File: src/rtl/axi4_pkg.sv
// Shared AXI4-Lite definitions: response codes, master FSM states and default widths.
// Used by axi4_lite_master and axi4_slave.
package axi4_pkg;

  localparam int AXI_ADDR_W = 32;
  localparam int AXI_DATA_W = 32;

  typedef enum logic [1:0] {
    OKAY   = 2'b00,
    EXOKAY = 2'b01,
    SLVERR = 2'b10,
    DECERR = 2'b11
  } axi_resp_e;

  typedef enum logic [2:0] {
    IDLE    = 3'd0,
    WR      = 3'd1,
    WR_RESP = 3'd2,
    RD_ADDR = 3'd3,
    RD_DATA = 3'd4,
    RSP     = 3'd5
  } mst_state_e;

  function automatic logic resp_is_err(input logic [1:0] resp);
    return (resp != 2'b00);
  endfunction

endpackage

File: src/rtl/axi4_lite_master.sv
// Single-outstanding AXI4-Lite master: one-beat command port in, response port out.
// Optional error counter (err_count/err_clr) enabled by defining AXI_MASTER_ERRCNT_EN.
module axi4_lite_master
  import axi4_pkg::*;
#(
  parameter int ADDR_W = AXI_ADDR_W,
  parameter int DATA_W = AXI_DATA_W
) (
  input  logic                ACLK,
  input  logic                ARESETn,
  input  logic                cmd_valid,
  output logic                cmd_ready,
  input  logic                cmd_write,
  input  logic [ADDR_W-1:0]   cmd_addr,
  input  logic [DATA_W-1:0]   cmd_wdata,
  input  logic [DATA_W/8-1:0] cmd_wstrb,
  output logic                rsp_valid,
  input  logic                rsp_ready,
  output logic [DATA_W-1:0]   rsp_rdata,
  output logic [1:0]          rsp_resp,
`ifdef AXI_MASTER_ERRCNT_EN
  output logic [15:0]         err_count,
  input  logic                err_clr,
`endif
  output logic [ADDR_W-1:0]   AWADDR,
  output logic                AWVALID,
  input  logic                AWREADY,
  output logic [DATA_W-1:0]   WDATA,
  output logic [DATA_W/8-1:0] WSTRB,
  output logic                WVALID,
  input  logic                WREADY,
  input  logic [1:0]          BRESP,
  input  logic                BVALID,
  output logic                BREADY,
  output logic [ADDR_W-1:0]   ARADDR,
  output logic                ARVALID,
  input  logic                ARREADY,
  input  logic [DATA_W-1:0]   RDATA,
  input  logic [1:0]          RRESP,
  input  logic                RVALID,
  output logic                RREADY
);

  localparam int STRB_W = DATA_W / 8;

  mst_state_e          state_q, state_d;
  logic [ADDR_W-1:0]   addr_q, addr_d;
  logic [DATA_W-1:0]   wdata_q, wdata_d;
  logic [STRB_W-1:0]   wstrb_q, wstrb_d;
  logic                awvalid_q, awvalid_d;
  logic                wvalid_q, wvalid_d;
  logic                bready_q, bready_d;
  logic                arvalid_q, arvalid_d;
  logic                rready_q, rready_d;
  logic                aw_done_q, aw_done_d;
  logic                w_done_q, w_done_d;
  logic                rsp_valid_q, rsp_valid_d;
  logic [DATA_W-1:0]   rsp_rdata_q, rsp_rdata_d;
  logic [1:0]          rsp_resp_q, rsp_resp_d;

  logic aw_hs_s, w_hs_s, b_hs_s, ar_hs_s, r_hs_s;

  assign aw_hs_s = awvalid_q && AWREADY;
  assign w_hs_s  = wvalid_q  && WREADY;
  assign b_hs_s  = BVALID    && bready_q;
  assign ar_hs_s = arvalid_q && ARREADY;
  assign r_hs_s  = RVALID    && rready_q;

  // Next-state and next-output logic for the transaction FSM.
  always_comb begin
    state_d     = state_q;
    addr_d      = addr_q;
    wdata_d     = wdata_q;
    wstrb_d     = wstrb_q;
    awvalid_d   = awvalid_q;
    wvalid_d    = wvalid_q;
    bready_d    = bready_q;
    arvalid_d   = arvalid_q;
    rready_d    = rready_q;
    aw_done_d   = aw_done_q;
    w_done_d    = w_done_q;
    rsp_valid_d = rsp_valid_q;
    rsp_rdata_d = rsp_rdata_q;
    rsp_resp_d  = rsp_resp_q;

    case (state_q)
      IDLE: begin
        if (cmd_valid) begin
          addr_d    = cmd_addr;
          wdata_d   = cmd_wdata;
          wstrb_d   = cmd_wstrb;
          aw_done_d = 1'b0;
          w_done_d  = 1'b0;
          if (cmd_write) begin
            state_d   = WR;
            awvalid_d = 1'b1;
            wvalid_d  = 1'b1;
          end else begin
            state_d   = RD_ADDR;
            arvalid_d = 1'b1;
          end
        end else begin
          state_d = IDLE;
        end
      end
      WR: begin
        // AW and W retire independently; the write is issued once both have.
        if (aw_hs_s) begin
          awvalid_d = 1'b0;
          aw_done_d = 1'b1;
        end else begin
          awvalid_d = awvalid_q;
        end
        if (w_hs_s) begin
          wvalid_d = 1'b0;
          w_done_d = 1'b1;
        end else begin
          wvalid_d = wvalid_q;
        end
        if (aw_done_d && w_done_d) begin
          state_d  = WR_RESP;
          bready_d = 1'b1;
        end else begin
          state_d = WR;
        end
      end
      WR_RESP: begin
        if (b_hs_s) begin
          rsp_resp_d  = BRESP;
          rsp_rdata_d = '0;
          bready_d    = 1'b0;
          rsp_valid_d = 1'b1;
          state_d     = RSP;
        end else begin
          state_d = WR_RESP;
        end
      end
      RD_ADDR: begin
        if (ar_hs_s) begin
          arvalid_d = 1'b0;
          rready_d  = 1'b1;
          state_d   = RD_DATA;
        end else begin
          state_d = RD_ADDR;
        end
      end
      RD_DATA: begin
        if (r_hs_s) begin
          rsp_rdata_d = RDATA;
          rsp_resp_d  = RRESP;
          rready_d    = 1'b0;
          rsp_valid_d = 1'b1;
          state_d     = RSP;
        end else begin
          state_d = RD_DATA;
        end
      end
      RSP: begin
        if (rsp_ready) begin
          rsp_valid_d = 1'b0;
          state_d     = IDLE;
        end else begin
          state_d = RSP;
        end
      end
      default: begin
        state_d     = IDLE;
        awvalid_d   = 1'b0;
        wvalid_d    = 1'b0;
        bready_d    = 1'b0;
        arvalid_d   = 1'b0;
        rready_d    = 1'b0;
        rsp_valid_d = 1'b0;
      end
    endcase
  end

  // State and output registers with synchronous active-low reset.
  always_ff @(posedge ACLK) begin
    if (!ARESETn) begin
      state_q     <= IDLE;
      addr_q      <= '0;
      wdata_q     <= '0;
      wstrb_q     <= '0;
      awvalid_q   <= 1'b0;
      wvalid_q    <= 1'b0;
      bready_q    <= 1'b0;
      arvalid_q   <= 1'b0;
      rready_q    <= 1'b0;
      aw_done_q   <= 1'b0;
      w_done_q    <= 1'b0;
      rsp_valid_q <= 1'b0;
      rsp_rdata_q <= '0;
      rsp_resp_q  <= 2'b00;
    end else begin
      state_q     <= state_d;
      addr_q      <= addr_d;
      wdata_q     <= wdata_d;
      wstrb_q     <= wstrb_d;
      awvalid_q   <= awvalid_d;
      wvalid_q    <= wvalid_d;
      bready_q    <= bready_d;
      arvalid_q   <= arvalid_d;
      rready_q    <= rready_d;
      aw_done_q   <= aw_done_d;
      w_done_q    <= w_done_d;
      rsp_valid_q <= rsp_valid_d;
      rsp_rdata_q <= rsp_rdata_d;
      rsp_resp_q  <= rsp_resp_d;
    end
  end

`ifdef AXI_MASTER_ERRCNT_EN
  logic [15:0] err_count_q, err_count_d;
  logic        err_hit_s;

  assign err_hit_s = (b_hs_s && resp_is_err(BRESP)) || (r_hs_s && resp_is_err(RRESP));

  // Saturating error counter; a clear wins over a same-cycle error.
  always_comb begin
    err_count_d = err_count_q;
    if (err_clr) begin
      err_count_d = 16'h0000;
    end else if (err_hit_s && (err_count_q != 16'hFFFF)) begin
      err_count_d = err_count_q + 16'h0001;
    end else begin
      err_count_d = err_count_q;
    end
  end

  // Error counter register.
  always_ff @(posedge ACLK) begin
    if (!ARESETn) begin
      err_count_q <= 16'h0000;
    end else begin
      err_count_q <= err_count_d;
    end
  end

  assign err_count = err_count_q;
`endif

  assign cmd_ready = (state_q == IDLE) && ARESETn;
  assign rsp_valid = rsp_valid_q;
  assign rsp_rdata = rsp_rdata_q;
  assign rsp_resp  = rsp_resp_q;
  assign AWADDR    = addr_q;
  assign AWVALID   = awvalid_q;
  assign WDATA     = wdata_q;
  assign WSTRB     = wstrb_q;
  assign WVALID    = wvalid_q;
  assign BREADY    = bready_q;
  assign ARADDR    = addr_q;
  assign ARVALID   = arvalid_q;
  assign RREADY    = rready_q;

endmodule

File: config.mk
export PLATFORM = sky130hd
export DESIGN_NAME = axi4_lite_master
export DESIGN_NICKNAME = d
export VERILOG_FILES = /design/src/rtl/axi4_pkg.sv /design/src/rtl/axi4_lite_master.sv
export SDC_FILE = /design/constraint.sdc
export NUM_CORES = 1
export LEC_CHECK = 0
export CAP_MARGIN = 10
export CORE_MARGIN = 3
export CORE_UTILIZATION = 42
export CTS_CLUSTER_SIZE = 16
export DETAILED_ROUTE_END_ITERATION = 8
export PLACE_DENSITY = 0.88
export SLEW_MARGIN = 20
export SYNTH_ARGS = -nofsm -noshare
export SYNTH_HDL_FRONTEND = slang
export SYNTH_SLANG_ARGS = --single-unit
export TNS_END_PERCENT = 5
File: constraint.sdc
create_clock -name ACLK -period 2.55 [get_ports ACLK]
set_input_delay 0.255 -clock ACLK [delete_from_list [all_inputs] [get_ports ACLK]]
set_output_delay 0.255 -clock ACLK [all_outputs]
set_load 0.1 [all_outputs]
# Word-level counts from Yosys, hierarchy flattened
# Index checks and enable logic that the tools add are counted.
[op_classes]
addsub = 0
n_div = 0
multipliers = 0
bitwise_logic = 5
mux = 41
n_lt_le_gt_ge = 0
n_eq_ne = 15
n_reduce_logical = 24
shift = 0
[op_table]
columns = ["op", "n"]
rows = [
  ["two-way mux 32 bit", 2],
  ["case mux 32 bit (2 select lines)", 1],
  ["two-way mux 1 bit", 20],
  ["!= test 2 bit, second input constant", 10],
  ["case mux 3 bit (6 select lines)", 1],
  ["AND reduction 4 bit", 4],
  ["OR reduction 4 bit", 4],
  ["case mux 1 bit (3 select lines)", 5],
  ["two-way mux 3 bit", 4],
  ["AND reduction 3 bit", 3],
  ["two-way mux 2 bit", 4],
  ["logical AND 1 bit", 7],
  ["equality test 3 x 2 -> 1 bit, second input constant", 2],
  ["equality test 3 bit, second input constant", 2],
  ["inverter 1 bit", 5],
  ["case mux 1 bit (2 select lines)", 2],
  ["case mux 1 bit (4 select lines)", 1],
  ["case mux 2 bit (2 select lines)", 1],
  ["AND reduction 2 bit", 2],
  ["nonzero test 2 bit", 2],
  ["equality test 3 x 1 -> 1 bit, second input constant", 1],
  ["zero test 3 bit", 1],
  ["OR reduction 3 bit", 1],
]
[word_totals]
latch_bits = 0
mem_bits_ro = 0
output_inout_bits = 141
wordCells = 99
n_memories = 0
regBits = 113
input_bits = 114
ramBits = 0

# Depth between registers and ports, before layout
# Gate-level depths: netlist of the first run.
[depth]
ltp_word = 6
depth_mapped = 7
depth_no_buf = 5

# Worst setup path after synthesis of the first run
# Ideal clock, no wire load.
[synth_timing]
path_kind = "reg2reg"
start = "register bready_q, in the netlist BREADY"
end = "register rsp_rdata_q[21], in the netlist rsp_rdata[21]"
path_buffers = 2
period_less_slack_ps = 1925
required_time_ps = 2475
path_stages_with_launch = 7
arrival_time_ps = 1850
setup_time_ps = 75
slack_ps = 625
path_cell_list = "dfxtp_1 nand4b_1 a21oi_2 buf_4 buf_6 nand3_1 o21ai_0"
[synth_between]
elab_chain_cells = 3
[synth_rtl]
columns = ["element", "line_no", "rtl"]
rows = [
  ["start, declared", "axi4_lite_master.sv:52", "logic bready_q, bready_d;"],
  ["start signal, assigned", "axi4_lite_master.sv:202", "bready_q <= bready_d;"],
  ["logical AND 1 bit", "axi4_lite_master.sv:65", "assign b_hs_s = BVALID && bready_q;"],
  ["!= test 2 bit (no source line)", "--", ""],
  ["AND reduction 3 bit (no source line)", "--", ""],
  ["end signal, assigned", "axi4_lite_master.sv:208", "rsp_rdata_q <= rsp_rdata_d;"],
  ["end, declared", "axi4_lite_master.sv:58", "logic [DATA_W-1:0] rsp_rdata_q, rsp_rdata_d;"],
]
# Every way passes these cells.
# A chain may end at the register's enable or synchronous reset.

# Worst setup path in the final report of the first run
[layout_timing]
start = "register state_q[2]"
end = "output port cmd_ready"
[layout_between]
elab_chain_cells = 2
[layout_rtl]
columns = ["element", "line_no", "rtl"]
rows = [
  ["start, declared", "axi4_lite_master.sv:46", "mst_state_e state_q, state_d;"],
  ["start signal, assigned", "axi4_lite_master.sv:196", "state_q <= state_d;"],
  ["zero test 3 bit", "axi4_lite_master.sv:243", "assign cmd_ready = (state_q == IDLE) && ARESETn;"],
  ["logical AND 1 bit", "axi4_lite_master.sv:243", ""],
  ["end, declared", "axi4_lite_master.sv:12", "output logic cmd_ready,"],
]
# Every way passes these cells.

==> results of run 1 <==
power by group:
part | leakage, nW | internal, mW | switching, mW | total, mW
Sequential | 0.921 | 1.86 | 0.0778 | 1.94
Combinational | 1.82 | 0.407 | 1.17 | 1.58
Clock | 0.321 | 1.87 | 0.826 | 2.69
Total | 3.07 | 4.13 | 2.07 | 6.20
metal layers:
layer,track usage [%],part of all wire [%],up-vias
met5,0,0,-
met4,8.01,2.2,0
met3,7.71,8.7,25
met2,38.9,52,209
met1,24.2,37,2130
li1,-,-,2272
cells in the final DEF, fill, tap and decap left out, drive strengths merged, types with 4 or more instances in the layout:
cell           Yosys  layout
clkdlybuf4s50      0     112
nand3             35      35
inv                4       5
a21boi            68      68
nand2            179     179
buf               58     147
nor2b              4       4
a21oi              8       8
o21ai             38      38
bufinv             0       6
clkbuf            15      20
nor2               7       7
dfxtp            113     113
cell families after synthesis:
kind of cell               count (synthesis)
muxes                                      3
buffers and inverters                     77
DFF                                      113
and+or+nand+nor                          242
adders and majority gates                  3
AOI/OAI and AO/OA                        129
critical path: cells and delay by family (launching register included):
| family | cells | cell delay (ns) |
|---|---|---|
| buffers and inverters | 2 | 0.41 |
| AND/OR/NAND/NOR | 1 | 0.25 |
| flip-flops | 1 | 0.65 |
worst min path at each step:
| stage | depth (start not counted) | to | slack (ns) | start |
|---|---|---|---|---|
| global route | 3 | ARADDR[1]$_SDFFE_PN0P_ | 0.40 | cmd_addr[1] |
| floorplan | 2 | rsp_rdata[0]$_SDFFE_PN0P_ | 0.39 | RDATA[0] |
| global placement | 2 | rsp_rdata[23]$_SDFFE_PN0P_ | 0.44 | rsp_rdata[23]$_SDFFE_PN0P_ |
| detailed placement | 2 | rsp_rdata[23]$_SDFFE_PN0P_ | 0.44 | rsp_rdata[23]$_SDFFE_PN0P_ |
| finish | 3 | ARADDR[8]$_SDFFE_PN0P_ | 0.40 | cmd_addr[8] |
| CTS | 3 | ARADDR[1]$_SDFFE_PN0P_ | 0.39 | cmd_addr[1] |
state kept, by name, indices dropped and copies added (netlist names):
register / count
aw_done_q: 1
RREADY: 1
state_q: 3
AWVALID: 1
ARADDR: 32
rsp_valid: 1
rsp_resp: 2
BREADY: 1
WDATA: 32
WVALID: 1
WSTRB: 4
ARVALID: 1
rsp_rdata: 32
w_done_q: 1
through the flow:
stage | std cells | area (um2) | total power [mW] | util [%] | hold slack (ns)
detailed placement | 893 | 6690 | 3.55 | 61.2 | 0.442
CTS | 925 | 7370 | 6.24 | 67.4 | 0.392
global placement | 893 | 6690 | 3.53 | 61.2 | 0.441
finish | 925 | 7370 | 6.20 | 67.4 | 0.399
global route | 925 | 7370 | 6.40 | 67.4 | 0.395
floorplan | 567 | 4720 | 3.16 | - | 0.385
layout make-up:
class / instances / share of cell area [%]
inverter: 4 / 0.204
clock inverter: 12 / 3.13
sequential: 113 / 30.7
multi-input combinational: 377 / 26.9
tap: 140 / 2.38
timing repair buffer: 259 / 30.7
clock buffer: 20 / 6.06
==> metrics, run 1 <==
worst endpoint required time roughly 2.3 ns; GRT Total Usage roughly 22%; pwr dens about 840 nW/um2; Worst-Skew Late Latency between 0.4 and 0.5 ns; leakage 3.07 nW; # rows 38; Port Buffer Count between 200 and 300; final hold vios 0; synth cell count leaders 179 x nand2_1, 113 x dfxtp_1, 58 x a21boi_0; post-synthesis simple-gate area fraction a little over a fifth; clock root cell clkbuf_16; Yosys reg bits about 110; Post-Synth XOR/XNOR Area 0%; mean post-synth cell area around 8.3 um2; dominant synthesized flop cell dfxtp_1; multi-input combinational cell area 1980 um2; R2R setup slack roughly 0.58 ns; Diodes inserted 0; Reg-to-Reg Start state_q[1]$_SDFF_PN0_; RePlAce Congestion between 0.8 and 0.9; NumNets Final approximately 890; CP Max Fanout 16; CP arrival approximately 1.7 ns; Final ANT Viol Nets 0; async set-reset flop share out of synthesis 0%; Post-CTS Setup Inserts 0; Critical Path End cmd_ready; storage element area between 2000 and 2500 um2; post-synthesis sequential area ratio a little under half; top-count cell post-synth nand2_1; Synth area leader dfxtp_1; Clock transition at path regs around 0.050 ns; pre-CTS setup slack 0.497 ns; area growth from synthesis to layout 56.0%; IO Count 255; DR vias roughly 4600; critical path, cell by cell inv_1 > and3_1 > buf_12; RR Endpoint rsp_rdata[29]$_SDFFE_PN0P_; Synth warnings 0; post-synthesis adder-cell area fraction less than 1%; Syn Nets between 600 and 700; mux share of post-synthesis cell area 0.636%; Starting Density between 40% and 50%; Clock Path Buffers 2; crit end category primary output; CTS tree built; Setup crit start state_q[2]$_SDFF_PN0_; Max transition margin slightly above 60%; dpl hpwl 10000 um; DRC Markers 0; critical path type reg -> out; RSZ-0062 raised after global routing false; Max-Cap Viols 0; Synth Cell Area between 4000 and 5000 um2; post-synth top area share 47.9%; post_cts resized 0; DIE HEIGHT 112 um; Sink Count around 110; initial antenna violation count 0; CTS HTree Levels 4; Slew @ Worst Pin ~0.6 ns; CP peak stage delay 0.65 ns; core box area roughly 11000 um2; number of flops mapped to enable cells by yosys 0; die width approximately 110 um; Peak supply drop 0.478 mV; drt wl/cell about 15 um; vias in the first global route between 4000 and 5000; largest net degree at the start of global routing slightly above 70; Cells after Synth between 500 and 600; Inserted Clock Buffers 17; FILL cells between 800 and 900; r2r worst-path depth 4; Pre-Repair DR Iteration Count 4; GRT overflow 0; Iteration-0 DRC Markers 297; post-synthesis cell type count 40; startpoint types flop; vias per cell ~5.0; clk_skew ~0.013 ns; layout cells sized above 1 23.7%; worst hold-check path type in -> reg; synth top area cells dfxtp_1 48%, nand2_1 14%, a21boi_0 9.2%, buf_4 6.8%, o21ai_0 3.9%; Slowest cell on crit path dfxtp_1; setup TNS 0 ns; Die ar. between 10000 and 15000 um2; Min Clock Period, post-route ~2.0 ns; Compound-Gate Fraction of Synth Area 18.4%; fin crit share approximately 77%; status finished, final reports clean; Max Clock Freq ~510 MHz; first-pass GRT wire length between 20000 and 25000 um; final wirelength ~14000 um; final slew viol count 0; combinational family with the most area after synthesis simple AND/OR/NAND/NOR gates; final setup margin between 0.5 and 0.6 ns; hold_buf cts 0; final setup vio count 0
(Power assumes the default switching activity.)
==> run 2: changes to the inputs <==
Settings changed: CORE_UTILIZATION 42 to 35, PLACE_DENSITY 0.88 to 0.78.
Clock period 2.55 ns to 1.7 ns, I/O delays scaled along.
==> run 2 against run 1 <==
Clock skew down 0.0049 ns; sequential share of layout area fell by 1.7 points; register-to-register slack worse by 0.34 ns; final area increased by 6.2%; clock power grew 51%; combinational power is 60% higher; utilization down 6.9 points; total power grew 53%; non-clock buffer count up 14; worst hold slack got worse by 0.31 ns; critical path type unchanged; largest power group unchanged; highest routed layer unchanged.
==> metrics, run 2 (synthesis gave the netlist of run 1 again) <==
largest net degree at the start of global routing 69 (-2.8%); dpl hpwl 10900 um (+9.0%); routing usage on met2 34.2% (-4.7 points); drt wl/cell 15.1 um (-0.26%); Cell Area, Placed 7140 um2 (+6.7%); core box area 12900 um2 (+18%); critical path type reg -> out; Clock Path Buffers 2 (unchanged); most crowded layer after global routing met2; most frequent cells in the layout 178 x nand2_1, 133 x buf_4, 112 x clkdlybuf4s50_1; initial antenna violation count 0 (unchanged); DIE HEIGHT 122 um (+9.0%); Starting Density 36.5% (-6.7 points); Max Clock Freq between 600 and 700 MHz; CTS HTree Levels 4 (unchanged); WHS 0.0897 ns (-0.309 ns); hold_buf cts 0 (unchanged); NumNets Final 903 (+1.6%); clock root cell clkbuf_16; Die ar. 14900 um2 (+19%); final setup vio count 0 (unchanged); Pre-Repair DR Iteration Count 4 (unchanged); CTS tree built; vias per cell 4.79 (-4.4%); status finished, final reports clean; # rows 41 (+7.9%); Inserted Clock Buffers 17 (unchanged); Worst-Skew Late Latency 0.41 ns (about the same); fin util 60.5% (-6.9 points); first-pass GRT wire length 22100 um (-0.93%); die width 122 um (+9.0%); DR vias 4654 (+0.39%); Clock transition at path regs 0.05 ns (about the same); Final Total Pwr 9.49 mW (+53%); RePlAce Congestion 0.870 (+0.31%); vias in the first global route 4532 (+1.6%); RSZ-0062 raised after global routing false; M1 GR Usage 20.1% (-4.1 points); worst endpoint required time 1.53 ns (-0.77 ns); Design Area, Final 7820 um2 (+6.2%); final hold vios 0 (unchanged); clk_skew 0.00791 ns (-0.00492 ns); Max transition margin 66.8% (+6.2 points); Port Buffer Count 254 (unchanged); pwr dens 1210 nW/um2 (+44%); area growth from synthesis to layout 65.6%; Iteration-0 DRC Markers 225 (-24%); fin crit share ~93%; CP arrival 1.41 ns (-0.30 ns); Peak supply drop 0.602 mV (+26%); IO Count 255 (unchanged); crit end category primary output; final slew viol count 0 (unchanged); DRC Markers 0 (unchanged); leading cell type in the layout, fill and taps excluded nand2_1; Slew @ Worst Pin 0.498 ns (-0.0924 ns); Max-Cap Viols 0 (unchanged); Diodes inserted 0 (unchanged); Min Clock Period, post-route between 1.5 and 2 ns; final wirelength 14700 um (+4.7%); Final ANT Viol Nets 0 (unchanged); worst hold-check path type in -> reg; setup TNS 0 ns (unchanged); CP Max Fanout 8 (-8); leakage 3.22 nW (+5.0%); startpoint types flop; GRT overflow 0 (unchanged); GRT met3 Usage 7.29% (-0.42 points); GRT Total Usage 19.0% (-2.9 points); Sink Count 113 (unchanged); layout cells sized above 1 25.3% (+1.6 points)
## run 2: cell types whose count changed in the layout (fill, tap and decap cells not counted), sizes merged
cell      change
buf          +14
clkbuf        +3
clkinv        -1
clkinvlp      -1
inv           -1
## run 2: area by class of cell
cell class / instances / area (um2)
well taps: 172 / 215
fillers: 1082 / 5110
flip-flops and latches: 113 / 2270
inverters: 4 / 15.0
repair buffers: 273 / 2670
multi-input cells: 377 / 1980
clock buffers: 23 / 478
clock inverters: 9 / 201
## run 2: worst paths after layout
path / startpoint / to / slack (ns) / cells after the start
worst min register to register: rsp_rdata[9]$_SDFFE_PN0P_ / rsp_rdata[9]$_SDFFE_PN0P_ / 0.46 / 2
worst min-delay path: ARESETn / RREADY$_SDFFE_PN0P_ / 0.09 / 3
worst max register to register: state_q[1]$_SDFF_PN0_ / AWVALID$_SDFFE_PN0P_ / 0.24 / 5
worst max-delay path: state_q[1]$_SDFF_PN0_ / cmd_ready / 0.12 / 3
## run 2: stage by stage
stage	cells	setup slack (ns)
after detailed placement	939	0.00458
after CTS	971	0.0150
after floorplan	567	-0.147
after global routing	971	0.0406
after global placement	939	0.0905
final	971	0.117
## run 2: worst max-delay path, cell delays in order, from the launching register on
cell and delay, ns:
dfxtp_2 0.37, nor2_2 0.21, and3_1 0.24, buf_12 0.19
## run 2: per-layer routing
| layer | vias up | share of wire [%] |
|---|---|---|
| met2 | 199 | 51 |
| met3 | 24 | 10 |
| li1 | 2289 | - |
| met4 | 0 | 1.8 |
| met5 | - | 0 |
| met1 | 2142 | 37 |
## run 2: timing repair
item	in CTS	in global routing
setup buffers	0	0
pin swaps	0	0
resized for setup	1	2
endpoints found under the setup margin	1	3
## run 2: report_power, final
| part | internal (mW) | leakage, nW | switching, mW |
|---|---|---|---|
| logic | 0.736 | 1.97 | 1.79 |
| registers | 2.79 | 0.923 | 0.113 |
| clock network | 2.86 | 0.328 | 1.20 |
| total | 6.39 | 3.22 | 3.11 |
==> run 3: changes to the inputs <==
Settings changed: HOLD_SLACK_MARGIN set to 0.08.
==> results of run 3 <==
No change in the layout: final DEF, timing and power equal those of run 2.
==> variant 1: new RTL, config.mk and constraints of run 3 <==
`addr_q`, `wdata_q` and `rsp_rdata_q` no longer have a reset.
--- a/src/rtl/axi4_lite_master.sv
+++ b/src/rtl/axi4_lite_master.sv
@@ -180,6 +180,4 @@
     if (!ARESETn) begin
       state_q     <= IDLE;
-      addr_q      <= '0;
-      wdata_q     <= '0;
       wstrb_q     <= '0;
       awvalid_q   <= 1'b0;
@@ -191,10 +189,7 @@
       w_done_q    <= 1'b0;
       rsp_valid_q <= 1'b0;
-      rsp_rdata_q <= '0;
       rsp_resp_q  <= 2'b00;
     end else begin
       state_q     <= state_d;
-      addr_q      <= addr_d;
-      wdata_q     <= wdata_d;
       wstrb_q     <= wstrb_d;
       awvalid_q   <= awvalid_d;
@@ -206,7 +201,12 @@
       w_done_q    <= w_done_d;
       rsp_valid_q <= rsp_valid_d;
-      rsp_rdata_q <= rsp_rdata_d;
       rsp_resp_q  <= rsp_resp_d;
     end
+  end
+
+  always_ff @(posedge ACLK) begin
+    addr_q      <= addr_d;
+    wdata_q     <= wdata_d;
+    rsp_rdata_q <= rsp_rdata_d;
   end
 
Check against the original RTL: not equivalent (Yosys sat finds a counterexample within 4 cycles, from zero or initial values and one cycle with ARESETn low).
==> variant 1 against run 3 <==
- via count is 31% lower
- worst setup slack got worse by 0.056 ns
- clock power down 16%
- largest cell class is now flip-flops and latches
- synthesized area down 8.6%
- routed wire length shrank 18%
- total power increased by 4.2%
- design area shrank 6.2%
- critical endpoint unchanged
- non-clock buffer count rose by 5
- sequential cell count did not move
==> variant 1: results (changes against run 3) <==
metric,value,unit,change
fillers,910,,"was 1,082"
wl_per_cell,17.4,um,was 15.1 um
fin_hold_ws,0.320,ns,was 0.0897 ns
vias_per_cell,4.66,,was 4.79
finalNonFillerCells,691,,was 971
grt_use_total,16.7,%,was 19.0%
yosysSeqAreaShare,74.7,%,was 47.9%
avgSynthCellArea,15.5,sq um,was 8.33 sq um
status,"finished, final reports clean",,unchanged
antenna_found_initial,1,,was 0
r2r_slack,0.17,ns,was 0.24 ns
route.met2.wl,6.59,mm,was 7.46 mm
critPathMaxFanout,9,,was 8
min-delay-start,cmd_wdata[14],,was ARESETn
synthTopCellsByCount,"edfxtp_1 (96), buf_4 (33), and2_1 (31)",,"was nand2_1 (179), dfxtp_1 (113), a21boi_0 (58)"
critPathMaxStageDelay,0.39,ns,was 0.37 ns
grt_pass1_vias,3234,,"was 4,532"
dpl_cell_area,0.00671,sq mm,was 0.00714 sq mm
min_path_cells,1,,was 3
synth_edf_count,96,,was 0
dp_hpwl,9.71,mm,was 10.9 mm
pwr.group.combinational,3.07,mW,was 2.53 mW
power_leakage,2.92,nW,was 3.22 nW
p_clk_share,34.7,%,was 42.8%
grt_pass1_wl,17.0,mm,was 22.1 mm
critPathTopFamily,flip-flops,,was simple AND/OR/NAND/NOR gates
slowest_stage,dfxtp_4,,was dfxtp_2
variant 1: cell count changes after synthesis, sizes merged, moves of 3 or more:
cell,run 3,this run
a21boi,68,5
and2,2,34
and3,3,0
buf,58,36
clkbuf,15,5
dfxtp,113,17
edfxtp,0,96
nand2,179,11
nand3,35,12
o21ai,38,3
variant 1: final cells by class:
type	instances	area (sq um)	share of cell area, %
clock buffer	17	425	5.80
sequential	113	3230	44.0
multi-input combinational	119	792	10.8
tap	143	179	2.44
timing repair buffer	278	2530	34.4
inverter	5	22.5	0.307
clock inverter	15	159	2.17
antenna	1	2.50	0.0341
variant 1: kinds of logic (layout without fill, tap and decap cells):
group	count (synthesis)	after routing	share of synthesized area (%)
xor gates and xnor gates	1	1	0.203
other	0	1	0
AOI/OAI and AO/OA	34	34	5.77
adders and majority gates	3	3	0.870
buffers and inverters	46	315	7.10
muxes	2	2	0.464
and+or+nand+nor	79	79	10.9
DFF	113	113	74.7
==> variant 2: new RTL, flow settings as in run 3 <==
Made on the original files. The package constant `AXI_DATA_W` goes from 32 to 16.
--- a/src/rtl/axi4_pkg.sv
+++ b/src/rtl/axi4_pkg.sv
@@ -4,5 +4,5 @@
 
   localparam int AXI_ADDR_W = 32;
-  localparam int AXI_DATA_W = 32;
+  localparam int AXI_DATA_W = 16;
 
   typedef enum logic [1:0] {
Ports: changed (6 resized); port bits go from 255 to 187. The function was not compared with the original's and may differ.
==> variant 2 against run 3 <==
- sequential cell count fell by 34
- synthesized area fell by 28%
- global-route usage fell by 2.2 points
- total power fell by 41%
- design area fell by 32%
- routed wire length fell by 34%
- via count fell by 28%
- worst setup slack improved by 0.0077 ns
- largest power group is now combinational logic
==> variant 2: results (changes against run 3) <==
metric,value,unit,change
ir_drop,513,uV,was 602 uV
clock-skew-final,0.00989,ns,was 0.00791 ns
dp_hpwl,7.40,mm,was 10.9 mm
status,"finished, final reports clean",,unchanged
nMultiInputCombCells,280,,was 377
clkbuf_count,12,,was 23
critPathMaxFanout,9,,was 8
grtUsageMet3,5.19,%,was 7.29%
seq_power_share,37.0,%,was 30.5%
ff_latch_area,0.00158,sq mm,was 0.00227 sq mm
dpl_cell_area,0.00513,sq mm,was 0.00714 sq mm
io_buffer_count,186,,was 254
clock_area_share,3.30,%,was 8.69%
wl_per_cell,13.5,um,was 15.1 um
cts_made_buffers,9,,was 17
fin_nets,662,,was 903
intPower,3.17,mW,was 6.39 mW
finalWeightedCongestion,0.820,,was 0.870
min_to,ARADDR[27],,was RREADY
first_iter_violations,121,,was 225
synth_compound_area_share,12.8,%,was 18.4%
use_met2,30.2,%,was 34.2%
avgSynthCellArea,8.12,sq um,was 8.33 sq um
grt_pass1_vias,3099,,"was 4,532"
vias,3344,,"was 4,654"
cts-htree-levels,3,,was 4
ys_ff_latch,79,,was 113
ys_types,38,,was 40
grt_max_degree,48,,was 69
synthMuxAreaShare,5.93,%,was 0.636%
cts-root-buf,clkbuf_8,,was clkbuf_16
slowest_stage,dfxtp_1,,was dfxtp_2
yosysSeqAreaShare,46.3,%,was 47.9%
rr_worst_depth,6,,was 5
fillers,892,,"was 1,082"
critPathMaxStageDelay,0.33,ns,was 0.37 ns
buffers,205,,was 273
critPathTopFamily,buffers and inverters,,was simple AND/OR/NAND/NOR gates
final-nonclk-buf-share,36.3,%,was 34.1%
r2r_slack,0.13,ns,was 0.24 ns
layout-drive-gt1-share,25.7,%,was 25.3%
route.met2.wl,4.95,mm,was 7.46 mm
wl_met3,786,um,was 1.49 mm
## variant 2: stage by stage
step / utilization, % / worst slack [ns] / total power [mW] / hold slack [ns] / cells
floorplan: - / -0.185 / 3.81 / 0.306 / 421
global placement: 54.7 / -0.0131 / 4.37 / 0.443 / 697
detailed placement: 54.7 / -0.0463 / 4.40 / 0.447 / 697
CTS: 56.6 / 0.0892 / 5.65 / 0.349 / 713
global route: 56.6 / 0.0147 / 5.81 / 0.359 / 713
finish: 56.6 / 0.125 / 5.59 / 0.369 / 713
## variant 2: how the worst max path moves through the flow
stage | startpoint | endpoint | slack, ns | depth (start not counted)
after floorplan | BREADY | rsp_valid | -0.19 | 4
after global placement | cmd_valid | w_done_q | -0.01 | 6
after detailed placement | cmd_valid | WDATA[3] | -0.05 | 6
after CTS | state_q[0] | cmd_ready | 0.09 | 4
after global routing | state_q[1] | WVALID | 0.01 | 6
final | state_q[0] | cmd_ready | 0.12 | 4
